**src/rtl/mc_controller.sv**
```systemverilog
// Multicycle MIPS-style control FSM: Moore state decode plus ALU control decode.
// Optional BNE support is compiled in when the MC_BNE_EN macro is defined.
module mc_controller #(
  parameter int unsigned FETCH_WAIT = 0
) (
  input  logic       clk,
  input  logic       reset,
  input  logic [5:0] op,
  input  logic [5:0] funct,
  input  logic       zero,
  output logic       pcen,
  output logic       irwrite,
  output logic       memwrite,
  output logic       regwrite,
  output logic       iord,
  output logic       alusrca,
  output logic       memtoreg,
  output logic       regdst,
  output logic [1:0] alusrcb,
  output logic [1:0] pcsrc,
  output logic [2:0] alucontrol,
  output logic [3:0] state
);

  typedef enum logic [3:0] {
    FETCH   = 4'd0,
    DECODE  = 4'd1,
    MEMADR  = 4'd2,
    MEMRD   = 4'd3,
    MEMWB   = 4'd4,
    MEMWR   = 4'd5,
    RTYPEEX = 4'd6,
    RTYPEWB = 4'd7,
    BEQEX   = 4'd8,
    ADDIEX  = 4'd9,
    ADDIWB  = 4'd10,
    JEX     = 4'd11,
    BNEEX   = 4'd12
  } state_t;

  localparam logic [5:0] OP_LW    = 6'b100011;
  localparam logic [5:0] OP_SW    = 6'b101011;
  localparam logic [5:0] OP_RTYPE = 6'b000000;
  localparam logic [5:0] OP_BEQ   = 6'b000100;
  localparam logic [5:0] OP_ADDI  = 6'b001000;
  localparam logic [5:0] OP_J     = 6'b000010;
`ifdef MC_BNE_EN
  localparam logic [5:0] OP_BNE   = 6'b000101;
`endif

  localparam logic [1:0] WAIT_INIT = 2'(FETCH_WAIT);

  state_t     state_q, state_d;
  logic [1:0] wait_q, wait_d;

  // Every path into FETCH reloads the wait count, so wait_d defaults to the reload value.
  always_comb begin
    state_d = FETCH;
    wait_d  = WAIT_INIT;
    case (state_q)
      FETCH: begin
        if (wait_q == 2'd0) begin
          state_d = DECODE;
        end else begin
          state_d = FETCH;
          wait_d  = wait_q - 2'd1;
        end
      end
      DECODE: begin
        case (op)
          OP_LW, OP_SW: state_d = MEMADR;
          OP_RTYPE:     state_d = RTYPEEX;
          OP_BEQ:       state_d = BEQEX;
          OP_ADDI:      state_d = ADDIEX;
          OP_J:         state_d = JEX;
`ifdef MC_BNE_EN
          OP_BNE:       state_d = BNEEX;
`endif
          default:      state_d = FETCH;
        endcase
      end
      MEMADR:  state_d = (op == OP_SW) ? MEMWR : MEMRD;
      MEMRD:   state_d = MEMWB;
      RTYPEEX: state_d = RTYPEWB;
      ADDIEX:  state_d = ADDIWB;
      default: state_d = FETCH;
    endcase
  end

  always_ff @(posedge clk or posedge reset) begin
    if (reset) begin
      state_q <= FETCH;
      wait_q  <= WAIT_INIT;
    end else begin
      state_q <= state_d;
      wait_q  <= wait_d;
    end
  end

  logic       pcwrite_c, irwrite_c, memwrite_c, regwrite_c, branch_c;
  logic [1:0] aluop;

  always_comb begin
    pcwrite_c  = 1'b0;
    irwrite_c  = 1'b0;
    memwrite_c = 1'b0;
    regwrite_c = 1'b0;
    branch_c   = 1'b0;
    iord       = 1'b0;
    alusrca    = 1'b0;
    memtoreg   = 1'b0;
    regdst     = 1'b0;
    alusrcb    = 2'b00;
    pcsrc      = 2'b00;
    aluop      = 2'b00;
    case (state_q)
      FETCH: begin
        alusrcb = 2'b01;
        if (wait_q == 2'd0) begin
          irwrite_c = 1'b1;
          pcwrite_c = 1'b1;
        end
      end
      DECODE:  alusrcb = 2'b11;
      MEMADR, ADDIEX: begin
        alusrca = 1'b1;
        alusrcb = 2'b10;
      end
      MEMRD:   iord = 1'b1;
      MEMWB: begin
        regwrite_c = 1'b1;
        memtoreg   = 1'b1;
      end
      MEMWR: begin
        iord       = 1'b1;
        memwrite_c = 1'b1;
      end
      RTYPEEX: begin
        alusrca = 1'b1;
        aluop   = 2'b10;
      end
      RTYPEWB: begin
        regwrite_c = 1'b1;
        regdst     = 1'b1;
      end
      ADDIWB:  regwrite_c = 1'b1;
      BEQEX: begin
        alusrca  = 1'b1;
        aluop    = 2'b01;
        pcsrc    = 2'b01;
        branch_c = zero;
      end
`ifdef MC_BNE_EN
      BNEEX: begin
        alusrca  = 1'b1;
        aluop    = 2'b01;
        pcsrc    = 2'b01;
        branch_c = ~zero;
      end
`endif
      JEX: begin
        pcsrc     = 2'b10;
        pcwrite_c = 1'b1;
      end
      default: ;
    endcase
  end

  always_comb begin
    alucontrol = 3'b010;
    case (aluop)
      2'b01: alucontrol = 3'b110;
      2'b10: begin
        case (funct)
          6'b100010: alucontrol = 3'b110;
          6'b100100: alucontrol = 3'b000;
          6'b100101: alucontrol = 3'b001;
          6'b101010: alucontrol = 3'b111;
          default:   alucontrol = 3'b010;
        endcase
      end
      default: alucontrol = 3'b010;
    endcase
  end

  // Reset already forces FETCH; gating keeps the wait-0 FETCH strobes quiet while reset is held.
  assign pcen     = (pcwrite_c | branch_c) & ~reset;
  assign irwrite  = irwrite_c & ~reset;
  assign memwrite = memwrite_c & ~reset;
  assign regwrite = regwrite_c & ~reset;
  assign state    = state_q;

endmodule

```
**config.mk**
```make
export PLATFORM = sky130hd
export DESIGN_NAME = mc_controller
export DESIGN_NICKNAME = d
export VERILOG_FILES = /design/src/rtl/mc_controller.sv
export SDC_FILE = /design/constraint.sdc
export NUM_CORES = 1
export LEC_CHECK = 0
export BUFFER_PORTS_ARGS = -buffer_cell sky130_fd_sc_hd__buf_2
export CAP_MARGIN = 20
export CELL_PAD_IN_SITES_DETAIL_PLACEMENT = 0
export CELL_PAD_IN_SITES_GLOBAL_PLACEMENT = 1
export CORE_ASPECT_RATIO = 1.4
export CORE_MARGIN = 2
export CORE_UTILIZATION = 28
export DETAILED_ROUTE_END_ITERATION = 12
export PLACE_DENSITY_LB_ADDON = 0.1
export SYNTH_ARGS = -nofsm -noshare
export SYNTH_HDL_FRONTEND = slang
export SYNTH_SLANG_ARGS = --single-unit
```
**constraint.sdc**
```tcl
create_clock -name clk -period 1.7 [get_ports clk]
set_input_delay 0.17 -clock clk [delete_from_list [all_inputs] [get_ports clk]]
set_output_delay 0.17 -clock clk [all_outputs]
set_load 0.005 [all_outputs]
```
After elaboration in Yosys (flattened, before gate mapping):

Index checks and enable logic that the tools add are counted.

* logic and storage cells: 60
* register bits after elaboration: 6
* bits of input ports: 15

* reduce and logical (&&, ||, !) cells: 8
* multiplexer cells: 21
* equality and inequality tests: 22
* add/subtract/negate cells: 1
* bitwise gates (word level): 6

Operator list (count)
* $eq A6 B6 Y1 const B: 6
* $pmux W4 S6: 1
* $pmux W4 S5: 1
* $eq A4 B3 Y1 const B: 4
* $eq A4 B4 Y1 const B: 4
* $pmux W3 S4: 1
* $mux W1: 10
* $eq A4 B2 Y1 const B: 2
* $pmux W2 S2: 2
* $eq A6 B2 Y1 const B: 1
* $eq A6 B3 Y1 const B: 1
* $eq A6 B4 Y1 const B: 1
* $logic_not A6 Y1: 1
* $pmux W2 S3: 1
* $pmux W3 S2: 1
* $reduce_or A2 Y1: 3
* $and A1 B1 Y1: 4
* $eq A4 B1 Y1 const B: 1
* $logic_not A4 Y1: 1
* $mux W2: 2
* $reduce_or A4 Y1: 1
* $mux W3: 1
* $reduce_or A3 Y1: 1
* $eq A2 B1 Y1 const B: 1
* 6 further kinds: 6

Logic depth before layout (Yosys ltp):

Gate-level depths: netlist (run 1).

* word-level depth: 5
* depth in mapped cells: 8

Worst setup path after synthesis (run 1):

No wires, ideal clock.

* path kind: register -> output
* start: reg state_q[1] (netlist: state[1])
* end: out alucontrol[2]
* path buffers: 1
* required time: 1.530 ns
* stages on the path, launching flop included: 9
* slack: -0.005 ns
* arrival: 1.535 ns
* cells stage by stage: dfrtp_1 -> buf_4 -> nor2_2 -> and2_1 -> inv_1 -> ha_1 -> and4bb_2 -> a21oi_1 -> nor2_1

* word-level cells in the longest chain between the ends: 4
* elaborated cells between the ends (all ways): 6

RTL lines
* start: declaration: RTL line 53 `state_t state_q, state_d;`
* start signal: assignment: RTL line 95 `state_q <= state_d;`
* $eq A4 B4 Y1 / $eq A4 B3 Y1 (equally long branches): RTL line 116 `case (state_q)`
* $pmux W2 S2 *: RTL line 116
* $eq A2 B2 Y1 / $eq A2 B1 Y1 (equally long branches): RTL line 171 `case (aluop)`
* $pmux W3 S2 *: RTL line 171
* end: declaration: RTL line 21 `output logic [2:0] alucontrol,`

Mark *: on every way between the ends. The rest lies on a longest branch, timed or not.

Worst setup path in the final report (run 1):

Same ends and word-level chain as after synthesis.

==> metrics.md, run 1 <==
| Metric | Value |
|---|---|
| Placed Instance Area | `941 sq um` |
| Final wirelength | `2030 microns` |
| Post-Syn Instances | `87` |
| Via-per-instance ratio | `5.00` |
| Grt total ovfl | `0` |
| Num rows | `21` |
| Die X | `46.0 microns` |
| Flops & latches, synth | `6` |
| Status | `complete, but fails checks` |
| Port buffer count | `33` |
| I/O Pins | `34` |
| # diodes | `0` |
| Final-layout fill cell count | `252` |
| First-pass GRT wire length | `3240 microns` |
| Total number of vias | `800` |
| Antenna violations before repair | `0` |
| Vias in the first global route | `755` |
| Drt pass-1 iters | `4` |
| Fin. max-slew vios | `0` |
| Max_cap viols | `0` |
| Final HPWL DP | `1680 microns` |
| Synthesized area | `691 sq um` |
| Failing checks | `negative setup slack` |
| Die ar. | `2890 sq um` |
| WL/cell | `12.7 microns` |
| Max Clock Skew | `0.000229 ns` |
| FMAX | `535 MHz` |
| Num CTS Buffers | `3` |
| Height of the die | `62.8 microns` |
| Post-synth ARST share | `100%` |
| Critical path data arrival time | `1.70 ns` |
| Seq/Total Area, Yosys | `21.7%` |
| Setup WS post-layout | `-0.168 ns` |
| Most frequent cell after synthesis | `nor2_1` |
| YS warnings | `0` |
| Hold Violations, Final | `0` |
| Max FO, Critical Path | `4` |
| Syn_nets | `105` |
| Ys flop type | `dfrtp_1` |
| WHS Path Cells | `3` |
| Final net count | `157` |
| Placer Congestion | `0.755` |
| Fin Hold WS | `0.196 ns` |
| CTS root buf | `clkbuf_4` |
| GRT Total Usage | `15.3%` |
| Most instantiated cells after synthesis | `nor2_1, nand3_1, dfrtp_1, nand2_1` |
| CORE AREA | `2360 sq um` |
| Final cycle utilization of the critical path | `110%` |
| Slew Limit Headroom | `74.6%` |
| Clk sinks | `6` |
| Peak VDD IR | `0.000385 V` |
| Final instance area | `1050 sq um` |
| Share of cells above drive strength 1 | `56.2%` |
| FF-to-FF path depth | `4` |
| Yosys cell types | `37` |
| Worst skew pair latency | `0.25 ns` |
| Area growth from synthesis to layout | `52.5%` |
| Synth area leaders | `dfrtp_1, ha_1, nor2_1, nand3_1, a21oi_1` |
| Initial core utilization | `29.2%` |
| CTS tree | `yes` |
| Clock buffer depth | `2` |
| PwrDens | `1010 nW/um^2` |
| Clock transition at path regs | `0.04 ns` |
| RSZ-0062 raised after global routing | `yes` |
| Largest net degree at the start of global routing | `9` |
| Crit path time final | `1.87 ns` |
| Worst slew pin tran | `0.378 ns` |
| Setup Viol. Count Final | `3` |
| Path type of the worst setup path | `reg -> out` |
| Type of destination of the critical path | `output pin` |
| Post-route ant nets | `0` |
| Cell type with the largest total area after synthesis | `dfrtp_1` |
| Post-synth EDFFs | `0` |
| DR iter-0 viols | `18` |
| Syn Area/Cell | `7.94 sq um` |
| Worst hold path type | `in -> reg` |
| Share of the synthesized area in the top cell type | `21.7%` |
| Worst setup SP type | `flip-flop` |
| Post-route DRC violation count | `0` |
| Pleak | `0.551 nW` |
| Critical path required time | `1.53 ns` |
| H-tree lvl count | `1` |
## registers in the layout, indices dropped and copies added (netlist names)
register  flops
state         4
wait_q        2
## per-layer routing
| layer | GRT usage, % | vias up | wire length, microns |
|---|---|---|---|
| li1 | - | 407 | - |
| met5 | 0 | - | 0 |
| met3 | 2.60 | 4 | 101 |
| met4 | 7.50 | 0 | 40 |
| met1 | 15.9 | 363 | 767 |
| met2 | 27.4 | 26 | 1120 |
## through the flow
stage	std cells	worst slack (ns)	power, mW	util [%]	setup TNS [ns]
5_1_grt	160	-0.253	1.16	44.6	-0.765
3_3_place_gp	152	0.00536	0.863	39.8	0
3_5_place_dp	152	-0.0181	0.867	39.8	-0.0181
6_report	160	-0.168	1.06	44.6	-0.477
2_1_floorplan	87	0.0217	0.592	-	0
4_1_cts	160	-0.170	1.05	43.5	-0.483
## worst max-delay path, stage by stage (launching register included)
cell and delay (ns):
dfrtp_2 0.44, and2b_2 0.22, nand2_2 0.08, inv_2 0.05, ha_4 0.15, and4bb_2 0.24, a21oi_2 0.11, nor2_1 0.04
buf_2 0.12
## power by group
part | leakage, nW | switching, mW | internal, mW
sequential | 0.0784 | 0.0348 | 0.175
clock | 0.0138 | 0.0539 | 0.0800
combinational | 0.458 | 0.342 | 0.377
## final cells by class
class	instances	area (sq um)	share of cell area [%]
well taps	23	28.8	2.73
repair buffers	51	303	28.7
inverters	5	18.8	1.78
multi-input cells	72	528	50.1
clock buffers	3	22.5	2.14
flip-flops and latches	6	153	14.5
## final timing paths
path | startpoint | slack [ns] | end
min | op[2] | 0.20 | state[3]
max reg2reg | state[0] | 0.36 | state[1]
min in group asynchronous | reset | 0.43 | wait_q[0]
max in group asynchronous | reset | 1.03 | state[0]
max | state[1] | -0.17 | alucontrol[2]
min reg2reg | wait_q[0] | 0.47 | wait_q[0]
## layout by cell type (no fill, tap or decap), types with 2 or more instances in the layout
master    netlist  final
buf_2           0     33
buf_4           2     17
nor2_1         10      9
nand3_1         7      7
nand2_1         6      5
nor3_1          4      4
a21oi_1         5      4
dfrtp_1         6      4
nor3b_2         1      3
and2_1          4      3
inv_1           5      3
clkbuf_4        0      3
and2b_1         2      2
nor2_4          0      2
and2_4          0      2
inv_2           0      2
and2b_2         2      2
xor2_1          2      2
nand4_1         2      2
o21ai_2         0      2
ha_1            3      2
dfrtp_2         0      2
## timing repair
item / 4_1_cts / 5_1_grt
endpoints found under the setup margin: 3 / 6
hold buffers: 1 / 0
gates resized for setup: 12 / 7
pin swaps: 4 / 4
buffers inserted: 4 / 0
gates cloned: 0 / 0
hold endpoints to repair: 6 / 0
## logic make-up (layout without fill, tap and decap cells)
kind of cell | after synthesis | count (layout) | synth area share, %
AND/OR/NAND/NOR | 52 | 52 | 45.3
flip-flops | 6 | 6 | 21.7
AO/OA/AOI/OAI | 14 | 14 | 14.3
buffers and inverters | 9 | 59 | 9.42
adder cells (fa/ha/maj) | 3 | 3 | 5.44
XOR/XNOR | 3 | 3 | 3.81
Note: power is estimated with default switching activity, not from simulation.
==> inputs of run 2 (changes only) <==
--- a/config.mk
+++ b/config.mk
@@ -6,5 +6,5 @@
 export NUM_CORES = 1
 export LEC_CHECK = 0
-export BUFFER_PORTS_ARGS = -buffer_cell sky130_fd_sc_hd__buf_2
+export ABC_AREA = 0
 export CAP_MARGIN = 20
 export CELL_PAD_IN_SITES_DETAIL_PLACEMENT = 0
@@ -12,6 +12,7 @@
 export CORE_ASPECT_RATIO = 1.4
 export CORE_MARGIN = 2
-export CORE_UTILIZATION = 28
+export CORE_UTILIZATION = 37
 export DETAILED_ROUTE_END_ITERATION = 12
+export DONT_BUFFER_PORTS = 1
 export PLACE_DENSITY_LB_ADDON = 0.1
 export SYNTH_ARGS = -nofsm -noshare
==> constraint.sdc (replaced) <==
create_clock -name clk -period 1.7 [get_ports clk]
set_input_delay 0.17 -clock clk [delete_from_list [all_inputs] [get_ports clk]]
set_output_delay 0.17 -clock clk [all_outputs]
set_load 0.1 [all_outputs]
==> run 2 against run 1 <==
Die area fell by 23%; register-to-register slack got worse by 0.24 ns; clock skew rose by 0.0049 ns; the flow still finishes with violations (negative setup slack).
==> metrics.md, run 2 (same netlist as run 1, synthesis figures left out) <==
| Metric | Value |
|---|---|
| Share of cells above drive strength 1 | `69.0% (+13 points)` |
| Setup Viol. Count Final | `10 (+7)` |
| Vias in the first global route | `726 (-3.8%)` |
| Height of the die | `55.1 microns (-12%)` |
| CTS tree | `yes` |
| Slew Limit Headroom | `76.4% (+1.8 points)` |
| RSZ-0062 raised after global routing | `yes` |
| CTS root buf | `clkbuf_4` |
| Path type of the worst setup path | `reg -> out` |
| Pleak | `0.598 nW (+8.6%)` |
| Worst skew pair latency | `0.24 ns (about the same)` |
| Max FO, Critical Path | `3 (-1)` |
| Hold Violations, Final | `0 (unchanged)` |
| Largest net degree at the start of global routing | `13 (+4)` |
| Post-route ant nets | `0 (unchanged)` |
| Clock buffer depth | `2 (unchanged)` |
| Placer Congestion | `0.754 (-0.23%)` |
| Failing checks | `negative setup slack` |
| Switching power | `1.35 mW (+210%)` |
| CORE AREA | `1760 sq um (-26%)` |
| Setup TNS | `-2.00 ns (-1.52 ns)` |
| Max_cap viols | `0 (unchanged)` |
| Type of destination of the critical path | `output pin` |
| I/O Pins | `34 (unchanged)` |
| H-tree lvl count | `1 (unchanged)` |
| Placed Cells | `134 (-12%)` |
| Final HPWL DP | `1510 microns (-10%)` |
| Num rows | `18 (-14%)` |
| Die ar. | `2230 sq um (-23%)` |
| Combinational Power Share | `84.8% (+17 points)` |
| Final net count | `145 (-7.6%)` |
| WL/cell | `13.9 microns (+9.1%)` |
| Clock power share | `5.7% (-6.9 points)` |
| Most frequent cells in the layout | `buf_12, buf_4, nor2_1` |
| Drt pass-1 iters | `4 (unchanged)` |
| GRT Total Usage | `19.4% (+4.1 points)` |
| Switching Share | `56.8% (+16 points)` |
| Peak VDD IR | `0.00113 V (+190%)` |
| Die X | `40.5 microns (-12%)` |
| Final wirelength | `2020 microns (-0.44%)` |
| Clk sinks | `6 (unchanged)` |
| Post-Layout Cell Count | `146 (-8.8%)` |
| Clock transition at path regs | `0.05 ns (about the same)` |
| Final cycle utilization of the critical path | `121% (+11 points)` |
| Area growth from synthesis to layout | `113%` |
| Crit path time final | `2.06 ns (+0.191 ns)` |
| Sequential Power Share | `9.5% (-10 points)` |
| Antenna violations before repair | `0 (unchanged)` |
| Initial core utilization | `39.3% (+10 points)` |
| Worst setup SP type | `flip-flop` |
| Grt total ovfl | `0 (unchanged)` |
| Post-route DRC violation count | `0 (unchanged)` |
| Max Clock Skew | `0.00514 ns (+0.00491 ns)` |
| Final-layout fill cell count | `106 (-58%)` |
| DR iter-0 viols | `9 (-9)` |
| Via-per-instance ratio | `5.32 (+6.4%)` |
| Port buffer count | `0 (-100%)` |
| Commonest non-fill, non-tap cell in the layout | `buf_12` |
| Total number of vias | `777 (-2.9%)` |
| Max reg flops | `4 (unchanged)` |
| Setup WS post-layout | `-0.359 ns (-0.191 ns)` |
| Critical path data arrival time | `1.89 ns (+0.19 ns)` |
| Critical path required time | `1.53 ns (about the same)` |
| PwrDens | `1620 nW/um^2 (+60%)` |
| Worst slew pin tran | `0.352 ns (-0.0262 ns)` |
| FMAX | `486 MHz (-9.3%)` |
| Fin. max-slew vios | `0 (unchanged)` |
| Num CTS Buffers | `3 (unchanged)` |
| First-pass GRT wire length | `3020 microns (-6.8%)` |
| Worst hold path type | `in -> reg` |
| Internal power | `1.03 mW (+63%)` |
| Status | `complete, but fails checks` |
| # diodes | `0 (unchanged)` |
==> run 2: cell types whose count changed in the layout (fill, tap and decap cells not counted), sizes merged <==
cell / change
clkinvlp: +1
buf: -12
inv: -1
clkbuf: +1
==> run 2: power groups by stage <==
| stage | Sequential, mW | Clock, mW | Combinational (mW) |
|---|---|---|---|
| after floorplan | 0.420 | 0 | 1.06 |
| after global placement | 0.212 | 0 | 1.68 |
| after detailed placement | 0.214 | 0 | 1.69 |
| after CTS | 0.221 | 0.140 | 1.81 |
| after global routing | 0.230 | 0.153 | 2.09 |
| final | 0.226 | 0.136 | 2.02 |
==> run 2: layer usage <==
layer  share of wire [%]  vias up  track usage [%]
met4                   0        0             1.67
li1                    -      381                -
met5                   0        -                0
met1                  38      373             19.8
met3                 3.4        0             1.60
met2                  59       23             41.0
==> run 2: area by class of cell <==
| cell class | instances | area, sq um | area share (%) |
|---|---|---|---|
| Tap cell | 20 | 25.0 | 1.70 |
| Inverter | 5 | 25.0 | 1.70 |
| Timing Repair Buffer | 39 | 536 | 36.4 |
| Clock buffer | 4 | 26.3 | 1.79 |
| Multi-Input combinational cell | 72 | 694 | 47.2 |
| Sequential cell | 6 | 165 | 11.2 |
==> run 2: critical path: stages, from the launching register on <==
cell,delay [ns]
dfrtp_4,0.50
and2b_2,0.24
nand2_2,0.07
inv_2,0.08
ha_4,0.13
and4bb_2,0.25
nand3_2,0.09
o21ai_4,0.10
buf_12,0.19
==> run 2: repair_timing <==
item | CTS | global route
hold buffers | 1 | 0
pin swaps | 5 | 9
resized for setup | 22 | 17
setup endpoints to repair | 12 | 14
setup buffers | 3 | 8
endpoints found under the hold margin | 6 | 0
==> run 2: metrics by stage <==
stage | total power, mW | utilization [%] | hold slack, ns | worst slack (ns) | cell area [sq um]
after floorplan | 1.48 | - | -0.0340 | -0.582 | 835
after global placement | 1.89 | 69.4 | -0.00683 | -0.112 | 1220
after detailed placement | 1.90 | 69.4 | 0.00120 | -0.189 | 1220
after CTS | 2.17 | 77.5 | 0.0765 | -0.360 | 1360
after global routing | 2.47 | 83.8 | 0.0933 | -0.453 | 1470
final | 2.38 | 83.8 | 0.0768 | -0.359 | 1470
==> run 2: worst paths after layout <==
check | startpoint | end | slack [ns] | depth (start not counted)
max in group asynchronous | reset | state[1] | 1.14 | 2
hold / removal | op[2] | state[3] | 0.08 | 2
setup / recovery | state[0] | alucontrol[0] | -0.36 | 8
hold reg to reg | wait_q[0] | wait_q[0] | 0.49 | 1
setup reg to reg | state[2] | state[2] | 0.12 | 7
min in group asynchronous | reset | state[0] | 0.32 | 2
